`src/rtl/pc_fetch_unit.sv`:
```
// Program-counter and fetch sequencer for the RAT MCU.
// Holds the registered ROM address, flags when the synchronous ROM output
// matches that address, and keeps a hardware return-address stack for
// CALL/RET/interrupt redirection.
module pc_fetch_unit #(
  parameter int                ADDR_W    = 10,
  parameter int                STK_DEPTH = 8,
  parameter logic [ADDR_W-1:0] RESET_VEC = 10'h000,
  parameter logic [ADDR_W-1:0] INTR_VEC  = 10'h3FF
) (
  input  logic                         CLK,
  input  logic                         RST,
  input  logic                         PC_INC,
  input  logic                         PC_JMP,
  input  logic                         PC_CALL,
  input  logic                         PC_RET,
  input  logic                         PC_INTR,
  input  logic [ADDR_W-1:0]            FROM_IMMED,
  output logic [ADDR_W-1:0]            PROG_ADDR,
  output logic                         IR_VALID,
  output logic [$clog2(STK_DEPTH):0]   STK_CNT,
  output logic                         STK_OVF,
  output logic                         STK_UNF
);

  localparam int                IDX_W    = $clog2(STK_DEPTH);
  localparam int                CNT_W    = IDX_W + 1;
  localparam logic [CNT_W-1:0]  CNT_ONE  = CNT_W'(1);
  localparam logic [CNT_W-1:0]  CNT_FULL = CNT_W'(STK_DEPTH);

  logic [ADDR_W-1:0] pc;
  logic [ADDR_W-1:0] pc_nxt;
  logic [ADDR_W-1:0] pc_plus1;
  logic [ADDR_W-1:0] push_val;
  logic [ADDR_W-1:0] stk_top;
  logic [ADDR_W-1:0] stk_mem [STK_DEPTH];
  logic [CNT_W-1:0]  cnt;
  logic [CNT_W-1:0]  cnt_nxt;
  logic [IDX_W-1:0]  wr_idx;
  logic [IDX_W-1:0]  top_idx;
  logic              ovf;
  logic              unf;
  logic              irv;
  logic              push_en;
  logic              pop_en;
  logic              ovf_set;
  logic              unf_set;
  logic              full;
  logic              empty;

  // Wraps modulo 2^ADDR_W naturally through the register width.
  assign pc_plus1 = pc + ADDR_W'(1);
  assign full     = (cnt == CNT_FULL);
  assign empty    = (cnt == '0);
  // Push lands at entry cnt; top of stack is entry cnt-1.
  assign wr_idx   = cnt[IDX_W-1:0];
  assign top_idx  = IDX_W'(cnt - CNT_ONE);
  assign stk_top  = stk_mem[top_idx];

  // Command decode: fixed priority INTR > RET > CALL > JMP > INC; lower
  // commands have no side effects when a higher one is present.
  always_comb begin
    pc_nxt   = pc;
    push_en  = 1'b0;
    pop_en   = 1'b0;
    push_val = pc;
    ovf_set  = 1'b0;
    unf_set  = 1'b0;
    if (PC_INTR) begin
      // Return to the instruction that has not executed yet.
      push_val = pc;
      push_en  = !full;
      ovf_set  = full;
      pc_nxt   = INTR_VEC;
    end else if (PC_RET) begin
      if (empty) begin
        // Underflowing RET degrades to a plain increment.
        unf_set = 1'b1;
        pc_nxt  = pc_plus1;
      end else begin
        pop_en = 1'b1;
        pc_nxt = stk_top;
      end
    end else if (PC_CALL) begin
      push_val = pc_plus1;
      push_en  = !full;
      ovf_set  = full;
      pc_nxt   = FROM_IMMED;
    end else if (PC_JMP) begin
      pc_nxt = FROM_IMMED;
    end else if (PC_INC) begin
      pc_nxt = pc_plus1;
    end
  end

  // Occupancy follows push/pop; a dropped push or refused pop leaves it alone.
  always_comb begin
    cnt_nxt = cnt;
    if (push_en) begin
      cnt_nxt = cnt + CNT_ONE;
    end else if (pop_en) begin
      cnt_nxt = cnt - CNT_ONE;
    end
  end

  // PC, occupancy, sticky error flags and fetch-valid tracking.
  always_ff @(posedge CLK) begin
    if (RST) begin
      pc  <= RESET_VEC;
      cnt <= '0;
      ovf <= 1'b0;
      unf <= 1'b0;
      irv <= 1'b0;
    end else begin
      pc  <= pc_nxt;
      cnt <= cnt_nxt;
      ovf <= ovf | ovf_set;
      unf <= unf | unf_set;
      // ROM is one address behind unless the PC stood still this cycle.
      irv <= (pc_nxt == pc);
    end
  end

  // Return-address storage; contents are don't-care after reset.
  always_ff @(posedge CLK) begin
    if (push_en && !RST) begin
      stk_mem[wr_idx] <= push_val;
    end
  end

  assign PROG_ADDR = pc;
  assign IR_VALID  = irv;
  assign STK_CNT   = cnt;
  assign STK_OVF   = ovf;
  assign STK_UNF   = unf;

endmodule

```
`config.mk`:
```
export PLATFORM = sky130hd
export DESIGN_NAME = pc_fetch_unit
export DESIGN_NICKNAME = d
export VERILOG_FILES = /design/src/rtl/pc_fetch_unit.sv
export SDC_FILE = /design/constraint.sdc
export NUM_CORES = 1
export LEC_CHECK = 0
export CAP_MARGIN = 20
export CORE_MARGIN = 3
export CORE_UTILIZATION = 60
export DETAILED_ROUTE_END_ITERATION = 10
export PLACE_DENSITY = 0.88
export SYNTH_ARGS = -nofsm -noshare
export SYNTH_HDL_FRONTEND = slang
export SYNTH_SLANG_ARGS = --single-unit
```
`constraint.sdc`:
```
create_clock -name CLK -period 7.3 [get_ports CLK]
set_clock_uncertainty 0.2 [all_clocks]
set_input_delay 2.19 -clock CLK [delete_from_list [all_inputs] [get_ports CLK]]
set_output_delay 2.19 -clock CLK [all_outputs]
set_load 0.1 [all_outputs]
```
==> results of run 1 <==
## routing by layer
metal	routed length, um	share of wire	vias up	track usage
li1	-	-	1457	-
met2	5280	0.48	182	0.423
met4	508	0.046	0	0.135
met3	905	0.082	37	0.0442
met1	4390	0.40	1547	0.349
met5	0	0	-	0
## area by class of cell
cell class,instances,area share
Multi-Input combinational cell,242,0.352
Clock inverter,6,0.00993
Sequential cell,97,0.518
Timing Repair Buffer,37,0.0681
Clock buffer,9,0.0234
Inverter,7,0.00496
Tap cell,99,0.0234
## power by group through the flow
stage / Clock [mW] / Sequential (mW) / Combinational, mW
final: 0.317 / 0.682 / 0.501
after global placement: 0 / 0.691 / 0.488
after floorplan: 0 / 0.757 / 0.315
after global routing: 0.347 / 0.686 / 0.532
after detailed placement: 0 / 0.693 / 0.495
after CTS: 0.321 / 0.680 / 0.497
## stage by stage
step	area, um2	instances	utilization
6_report	5290	497	0.707
4_1_cts	5290	497	0.707
3_5_place_dp	5120	482	0.684
5_1_grt	5290	497	0.707
3_3_place_gp	5120	482	0.684
2_1_floorplan	4760	371	-
## cells in the final DEF (no fill, tap or decap), types with 8 or more instances in the layout
cell	instances
dfxtp_1	17
a21oi_1	13
xnor2_1	13
nor2_1	31
nor3_1	9
mux2i_1	19
o21ai_0	9
nand2_1	15
clkbuf_8	9
clkdlybuf4s50_1	33
xor2_1	17
nand3_1	22
nand4_1	8
edfxtp_1	80
## worst paths after layout
check,startpoint,end,cells after the start
max,PC_RET,stk_mem[7][4],6
min,STK_OVF,STK_OVF,2
max reg2reg,STK_CNT[0],IR_VALID,10
min reg2reg,STK_OVF,STK_OVF,2
## registers in the layout, summed over array words and instances (netlist names)
signal,count
IR_VALID,1
PROG_ADDR,10
STK_CNT,4
STK_OVF,1
STK_UNF,1
stk_mem,80
## worst reg2reg max path: cells and delay by family, from the launching register on
kind | cells | cell delay [ns]
xor+xnor | 1 | 0.63
mux | 1 | 0.62
simple gates | 3 | 0.60
buf+inv | 2 | 0.57
fa+ha+maj | 1 | 0.42
compound gates | 2 | 0.38
flops | 1 | 0.32
## kinds of logic (layout without fill, tap and decap cells)
| kind of cell | count (synthesis) | count (layout) | share of synthesized area |
|---|---|---|---|
| xor+xnor | 32 | 32 | 0.0644 |
| compound gates | 56 | 56 | 0.0854 |
| mux | 35 | 35 | 0.107 |
| flops | 97 | 97 | 0.576 |
| fa+ha+maj | 3 | 3 | 0.00788 |
| simple gates | 116 | 116 | 0.127 |
| buf+inv | 32 | 59 | 0.0326 |
==> out/results.tsv, run 1 <==
metric	value	unit
Worst Path Required	7.09	ns
Async S/R FF share, synth	0	
sequential-to-total area share from yosys stat	0.576	
Syn Nets	391	
grt total ovfl	0	
Initial Utilization	0.636	
CTS tree	done	
Avg Inst Size Synth	12.8	um2
drt pass-1 iters	5	
die width	95.1	um
Hold Fails Final Rpt	0	
worst-case clock buffer depth	2	
Layout area overhead	11.2	%
Clk network pwr share	0.211	
Post CTS Setup Buffer Count	0	
Max Slew Vio Count	0	
switching pwr	550	uW
PwrDens	283	nW/um2
Port Buffer Count	33	
Peak VDD IR	0.191	mV
endpoint class of the critical path	flip-flop	
# DRC	0	
Worst Setup Path Type	input pin to flip-flop	
Die Ht	95.1	um
clk root buf	clkbuf_8	
share of the synthesized area in the top cell type	0.504	
Tcrit/Tclk final	0.667	
Ys Warns	0	
io pins	34	
Worst R2R Setup Slack	3.46	ns
cts hold-fix bufs	0	
Final Critical Period	4.87	ns
crit-path cells	clkdlybuf4s50_1, nor2b_1, nor2_1, a21oi_1, nand3_1, nor2_1	
DR iter-0 viols	400	
setup TNS	0	ns
dominant cells by area after synthesis	edfxtp_1 (50%), dfxtp_1 (7.1%), mux2i_1 (4.0%), mux4_2 (3.3%), xor2_1 (3.1%)	
status	completed	
number of max-cap violations	0	
Worst-path clk slew	0.11	ns
Sink Count	97	
Fmax	0.206	GHz
CTS buffer count	9	
GRT Overall Usage	0.264	
average wire per standard cell	22.3	um
final wirelength	11.1	mm
layout cells sized above 1	0.103	
Combinational Power Share	0.334	
final worst setup slack	2.43	ns
number of enable flip-flop cells after synthesis	80	
Min-Delay Path Class	flip-flop to flip-flop	
largest stage delay on the critical path	0.71	ns
ANT nets after route	0	
Seq cells post-synth	97	
total number of vias	3223	
total internal power	949	uW
ant diodes	0	
Worst Tran Pin Value	1.02	ns
area of the multi-input gates	1860	um2
most numerous cell in the Yosys netlist	edfxtp_1	
hpwl dp	7.92	mm
delay-heaviest family, CP	simple AND/OR/NAND/NOR gates	
Synth Flop Type	edfxtp_1	
critical path launch point type	input pin	
Row Count	31	
cell taking the most area after synthesis	edfxtp_1	
sequential power share	0.455	
Tot Pwr	1.50	mW
antenna violations before repair	0	
Sw Share	0.367	
RSZ-0062 raised after global routing	no	
Mapped Area	4760	um2
final setup fails	0	
Skew-Pair Late Insertion Delay	0.37	ns
Synth cell types	61	
first-pass GRT wire length	17.0	mm
pre-CTS setup slack	2.11	ns
GPL Wtd Cong	0.860	
# fillers	487	
Core Area	7490	um2
Register Area	2740	um2
nets	414	
Post-CTS Resized	0	
Cells after Synth	371	
leak pwr	1.76	nW
crit path DAT	4.65	ns
slowest CP cell	nor2_1	
Critical Path Fanout Max	10	
Max-slew headroom	0.315	
CTS H-tree depth	3	
commonest cells in the synthesized netlist	edfxtp_1 (80), nor2_1 (31), nand3_1 (22)	
vias in the first global route	2987	
pin count of the biggest net entering global routing	33	
Buf/Inv on CP	1	
worst hold slack	0.270	ns
full die area	9040	um2
via-per-instance ratio	6.48	
Crit path top cell by count	nor2_1	
(Power assumes the default switching activity.)
==> run 2, diff against run 1 <==
--- a/config.mk
+++ b/config.mk
@@ -7,9 +7,9 @@
 export LEC_CHECK = 0
 export CAP_MARGIN = 20
 export CORE_MARGIN = 3
-export CORE_UTILIZATION = 60
+export CORE_UTILIZATION = 59
 export DETAILED_ROUTE_END_ITERATION = 10
-export PLACE_DENSITY = 0.88
+export PLACE_DENSITY = 0.87
 export SYNTH_ARGS = -nofsm -noshare
 export SYNTH_HDL_FRONTEND = slang
 export SYNTH_SLANG_ARGS = --single-unit
==> constraint.sdc (replaced) <==
create_clock -name CLK -period 4.65 [get_ports CLK]
set_clock_uncertainty 0.2 [all_clocks]
set_input_delay 1.395 -clock CLK [delete_from_list [all_inputs] [get_ports CLK]]
set_output_delay 1.395 -clock CLK [all_outputs]
set_load 0.1 [all_outputs]
==> run 2 against run 1 <==
Non-clock buffer count is 16 higher. Critical path depth is 5 lower. Utilization is 0.82 points lower. Routed wire length is 2.3% higher. Sequential power is 57% higher. Sequential share of layout area is 1.3 points lower. Largest power group unchanged.
==> out/results.tsv, run 2 (synthesized netlist as in run 1, its figures left out) <==
metric	value	unit	change
CTS tree	done		
worst hold slack	0.254	ns	-0.0161 ns
worst reg-to-reg path cell count	9		-1
RR Startpoint	STK_CNT[0]		
Worst Path Required	3.05	ns	-4.04 ns
Die Ht	95.8	um	+0.79%
Hold Fails Final Rpt	0		unchanged
critical path launch point type	flip-flop		
full die area	9190	um2	+1.6%
GPL Wtd Cong	0.932		+8.4%
largest stage delay on the critical path	1.22	ns	+0.51 ns
PwrDens	443	nW/um2	+56%
commonest cells after routing, fill and taps aside	edfxtp_1 (80), nor2_1 (31), clkdlybuf4s50_1 (30)		
switching pwr	889	uW	+62%
Post CTS Setup Buffer Count	0		unchanged
Min-Delay Path Class	flip-flop to flip-flop		
endpoint class of the critical path	primary output		
final setup fails	0		unchanged
Row Count	32		+3.2%
layout cells sized above 1	0.147		+0.0440
# DRC	0		unchanged
hold_sp	STK_OVF		
io pins	34		unchanged
# fillers	539		+11%
stages on the worst setup path	1		-5
Sink Count	97		unchanged
number of max-cap violations	0		unchanged
ANT nets after route	0		unchanged
antenna violations before repair	0		unchanged
vias in the first global route	3145		+5.3%
Sw Share	0.370		+0.00321
hpwl dp	8.01	mm	+1.1%
nets	430		+3.9%
max reg flops	80		unchanged
drt pass-1 iters	7		+2
status	completed		
Max Slew Vio Count	0		unchanged
Critical Path Fanout Max	11		+1
Worst Tran Pin Value	0.983	ns	-0.0369 ns
grt total ovfl	0		unchanged
first-pass GRT wire length	17.4	mm	+2.1%
Buf/Inv on CP	1		unchanged
average wire per standard cell	21.9	um	-1.7%
ant diodes	0		unchanged
Final Critical Period	3.80	ns	
Post-CTS Resized	0		unchanged
delay-heaviest family, CP	buffers and inverters		
hold path cells	2		unchanged
CTS buffer count	9		unchanged
CTS H-tree depth	3		unchanged
clk root buf	clkbuf_8		
via-per-instance ratio	6.30		-2.8%
worst-case clock buffer depth	2		unchanged
DR iter-0 viols	318		-21%
die width	95.8	um	+0.79%
Skew-Pair Late Insertion Delay	0.36	ns	about the same
Max-slew headroom	0.342		+0.0274
most common cell after layout, fill and taps aside	edfxtp_1		
pin count of the biggest net entering global routing	24		-27%
Initial Utilization	0.613		-0.0231
Worst Setup Path Type	flip-flop to primary output		
Worst-path clk slew	0.11	ns	about the same
Tcrit/Tclk final	0.818		
slowest CP cell	clkdlybuf4s50_1		
crit path DAT	2.21	ns	-2.44 ns
Peak VDD IR	0.242	mV	+27%
total number of vias	3259		+1.1%
cts hold-fix bufs	0		unchanged
Core Area	7770	um2	+3.8%
Clk network pwr share	0.219		+0.008
crit-path cells	clkdlybuf4s50_1		
total internal power	1.51	mW	+59%
leak pwr	1.86	nW	+5.4%
crit path from	PROG_ADDR[3]		
Fmax	0.263	GHz	
setup TNS	0	ns	unchanged
final wirelength	11.3	mm	+2.3%
RSZ-0062 raised after global routing	no		
GRT Overall Usage	0.264		-0.000581
Layout area overhead	14.0	%	
sequential power share	0.444		-0.011
Port Buffer Count	33		unchanged
Biggest register	stk_mem		
Combinational Power Share	0.337		+0.003
## run 2: changes by cell type in the layout (fill, tap and decap cells not counted), sizes merged
cell,change
buf,+19
clkdlybuf4s50,-3
clkinv,+1
## run 2: final cells by class
| cell class | instances | area [um2] | share of cell area |
|---|---|---|---|
| sequential | 97 | 2740 | 0.505 |
| multi-input combinational | 242 | 1860 | 0.343 |
| timing repair buffer | 53 | 473 | 0.0871 |
| tap | 102 | 128 | 0.0235 |
| clock buffer | 9 | 124 | 0.0228 |
| clock inverter | 7 | 71.3 | 0.0131 |
| inverter | 7 | 26.3 | 0.00484 |
## run 2: power groups by stage
stage	sequential, mW	combinational [mW]	clock [mW]
2_1_floorplan	1.19	0.494	0
4_1_cts	1.07	0.803	0.533
5_1_grt	1.07	0.857	0.584
3_3_place_gp	1.08	0.787	0
3_5_place_dp	1.09	0.798	0
6_report	1.07	0.810	0.526
## run 2: metal layers
| layer | vias to the layer above | track usage | share of wire |
|---|---|---|---|
| met5 | - | 0 | 0 |
| met2 | 181 | 0.416 | 0.47 |
| li1 | 1485 | - | - |
| met3 | 29 | 0.0618 | 0.085 |
| met1 | 1564 | 0.353 | 0.41 |
| met4 | 0 | 0.110 | 0.036 |
## run 2: path summary, 6_finish.rpt
| kind | to | slack [ns] |
|---|---|---|
| max | PROG_ADDR[3] | 0.85 |
| min | STK_OVF | 0.25 |
| max reg2reg | IR_VALID | 1.06 |
| min reg2reg | STK_OVF | 0.25 |
## run 2: per-stage QoR
stage | instance area (um2) | setup slack, ns | utilization | power [mW] | instances
after floorplan | 4760 | 0.621 | - | 1.68 | 371
after global placement | 5230 | 0.648 | 0.674 | 1.87 | 501
after detailed placement | 5230 | 0.541 | 0.674 | 1.88 | 501
after CTS | 5430 | 0.842 | 0.699 | 2.40 | 517
after global routing | 5430 | 0.633 | 0.699 | 2.51 | 517
final | 5430 | 0.846 | 0.699 | 2.40 | 517
## run 2: worst reg2reg max path, cell delays in order, from the launching register on
cell and delay [ns]:
dfxtp_1 0.33, inv_1 0.32, ha_1 0.49, xor2_4 0.63
mux4_1 0.71, a31oi_1 0.22, nand4_1 0.16, xnor2_1 0.16
nand4_1 0.15, nor4_2 0.15
==> run 3, diff against run 2 <==
--- a/config.mk
+++ b/config.mk
@@ -7,9 +7,9 @@
 export LEC_CHECK = 0
 export CAP_MARGIN = 20
 export CORE_MARGIN = 3
-export CORE_UTILIZATION = 59
+export CORE_UTILIZATION = 53
 export DETAILED_ROUTE_END_ITERATION = 10
-export PLACE_DENSITY = 0.87
+export PLACE_DENSITY = 0.83
 export SYNTH_ARGS = -nofsm -noshare
 export SYNTH_HDL_FRONTEND = slang
 export SYNTH_SLANG_ARGS = --single-unit
==> constraint.sdc (replaced) <==
create_clock -name CLK -period 3.4 [get_ports CLK]
set_clock_uncertainty 0.2 [all_clocks]
set_input_delay 1.02 -clock CLK [delete_from_list [all_inputs] [get_ports CLK]]
set_output_delay 1.02 -clock CLK [all_outputs]
set_load 0.1 [all_outputs]
==> run 3 against run 2 <==
Total power up 44%. Largest cell class unchanged. Utilization down 3.0 points. Routed wire length down 2.1%. Clock power up 55%. Worst setup slack worse by 0.44 ns. Final area up 4.3%. Die area up 11%. Sequential power up 36%. First-iteration DRC count down 19%.
==> out/results.tsv, run 3 (synthesized netlist as in run 1, its figures left out) <==
metric	value	unit	change
status	completed		
pre-CTS setup slack	0.0426	ns	-0.499 ns
Port Buffer Count	33		unchanged
Max-slew headroom	0.555		+0.213
number of max-cap violations	0		unchanged
total number of vias	3337		+2.4%
Core Area	8460	um2	+9.0%
DR iter-0 viols	259		-19%
Tot Pwr	3.47	mW	+44%
Worst R2R Setup Slack	0.51	ns	-0.55 ns
max reg flops	80		unchanged
Hold Fails Final Rpt	0		unchanged
average wire per standard cell	20.4	um	-7.1%
Post-CTS Resized	0		unchanged
Sink Count	97		unchanged
GRT Overall Usage	0.231		-0.0323
final core occ	0.669		-0.0302
CTS buffer count	9		unchanged
final setup fails	0		unchanged
Peak VDD IR	0.308	mV	+27%
ant diodes	0		unchanged
antenna violations before repair	0		unchanged
die width	101	um	+5.2%
full die area	10200	um2	+11%
nets	455		+5.8%
grt total ovfl	0		unchanged
PwrDens	612	nW/um2	+38%
Row Count	33		+3.1%
Tcrit/Tclk final	0.882		
CTS tree	done		
hpwl dp	7.70	mm	-3.8%
final worst setup slack	0.402	ns	-0.444 ns
placed insts	527		+5.2%
CTS H-tree depth	3		unchanged
critical path launch point type	input pin		
vias in the first global route	3220		+2.4%
most common cell after layout, fill and taps aside	edfxtp_1		
worst-case clock buffer depth	2		unchanged
first-pass GRT wire length	17.7	mm	+1.9%
pin count of the biggest net entering global routing	33		+38%
Worst Path Required	3.27	ns	+0.22 ns
hold path cells	2		unchanged
leak pwr	2.03	nW	+9.5%
clk root buf	clkbuf_8		
RR Startpoint	STK_CNT[1]		
Fmax	0.334	GHz	
GPL Wtd Cong	0.925		-0.82%
crit path DAT	2.87	ns	+0.66 ns
Die Ht	101	um	+5.2%
drt pass-1 iters	7		unchanged
Final Critical Period	3.00	ns	
commonest cells after routing, fill and taps aside	edfxtp_1 (80), buf_4 (59), nor2_1 (31)		
hold_sp	STK_OVF		
io pins	34		unchanged
count of non-filler cells in the finished layout	545		+5.4%
RSZ-0062 raised after global routing	no		
Hold Path End	STK_OVF		
Worst-path clk slew	0.09	ns	-0.02 ns
Biggest register	stk_mem		
layout cells sized above 1	0.234		+0.0871
via-per-instance ratio	6.12		-2.9%
# DRC	0		unchanged
setup TNS	0	ns	unchanged
Worst Setup Path Type	input pin to flip-flop		
Initial Utilization	0.563		-0.0505
worst reg-to-reg path cell count	10		+1
endpoint class of the critical path	flip-flop		
final wirelength	11.1	mm	-2.1%
Min-Delay Path Class	flip-flop to flip-flop		
ANT nets after route	0		unchanged
r2r endpoint	IR_VALID		
cts hold-fix bufs	0		unchanged
Max Slew Vio Count	0		unchanged
Layout area overhead	18.9	%	
Skew-Pair Late Insertion Delay	0.36	ns	about the same
Worst Tran Pin Value	0.662	ns	-0.321 ns
Critical Path Fanout Max	5		-6
crit path from	PC_CALL		
-- run 3: report_power, final --
group          total, mW  switching [mW]  leakage (nW)  internal, mW
clock              0.815           0.396         0.107         0.419
combinational       1.20           0.719          1.05         0.482
sequential          1.45          0.0657         0.873          1.38
-- run 3: worst max-delay path by stage --
stage	end	slack, ns	cells past startpoint
global placement	IR_VALID	0.05	8
CTS	IR_VALID	0.23	9
finish	stk_mem[5][2]	0.40	8
floorplan	IR_VALID	0.09	12
detailed placement	IR_VALID	0.04	8
global route	IR_VALID	0.19	8
-- run 3: what timing repair did --
| action | 4_1_cts | 5_1_grt |
|---|---|---|
| setup buffers | 0 | 2 |
| hold endpoints to repair | 0 | 0 |
| endpoints found under the setup margin | 0 | 1 |
-- run 3: final cells by class --
cell class,instances,area [um2]
Clock inverter,6,90.1
Inverter,7,26.3
Multi-Input combinational cell,242,1870
Fill cell,597,2800
Timing Repair Buffer,78,663
Sequential cell,97,2750
Clock buffer,10,128
Tap cell,105,131
-- run 3: metal layers --
layer	track usage	routed length (um)
met2	0.355	5110
met1	0.324	4800
met5	0	0
met3	0.0339	822
met4	0.114	373
-- run 3: metrics by stage --
stage	hold slack [ns]	instance area, um2
4_1_cts	0.257	5630
3_3_place_gp	0.236	5420
6_report	0.267	5660
3_5_place_dp	0.242	5420
5_1_grt	0.298	5660
2_1_floorplan	0.481	4780
-- run 3: worst max-delay path, stage by stage --
cell and delay, ns:
clkdlybuf4s50_1 0.53, nor2b_1 0.16, buf_4 0.15, nor2_1 0.05, a21oi_1 0.26, nand3_1 0.22
nor2_1 0.25, buf_4 0.21
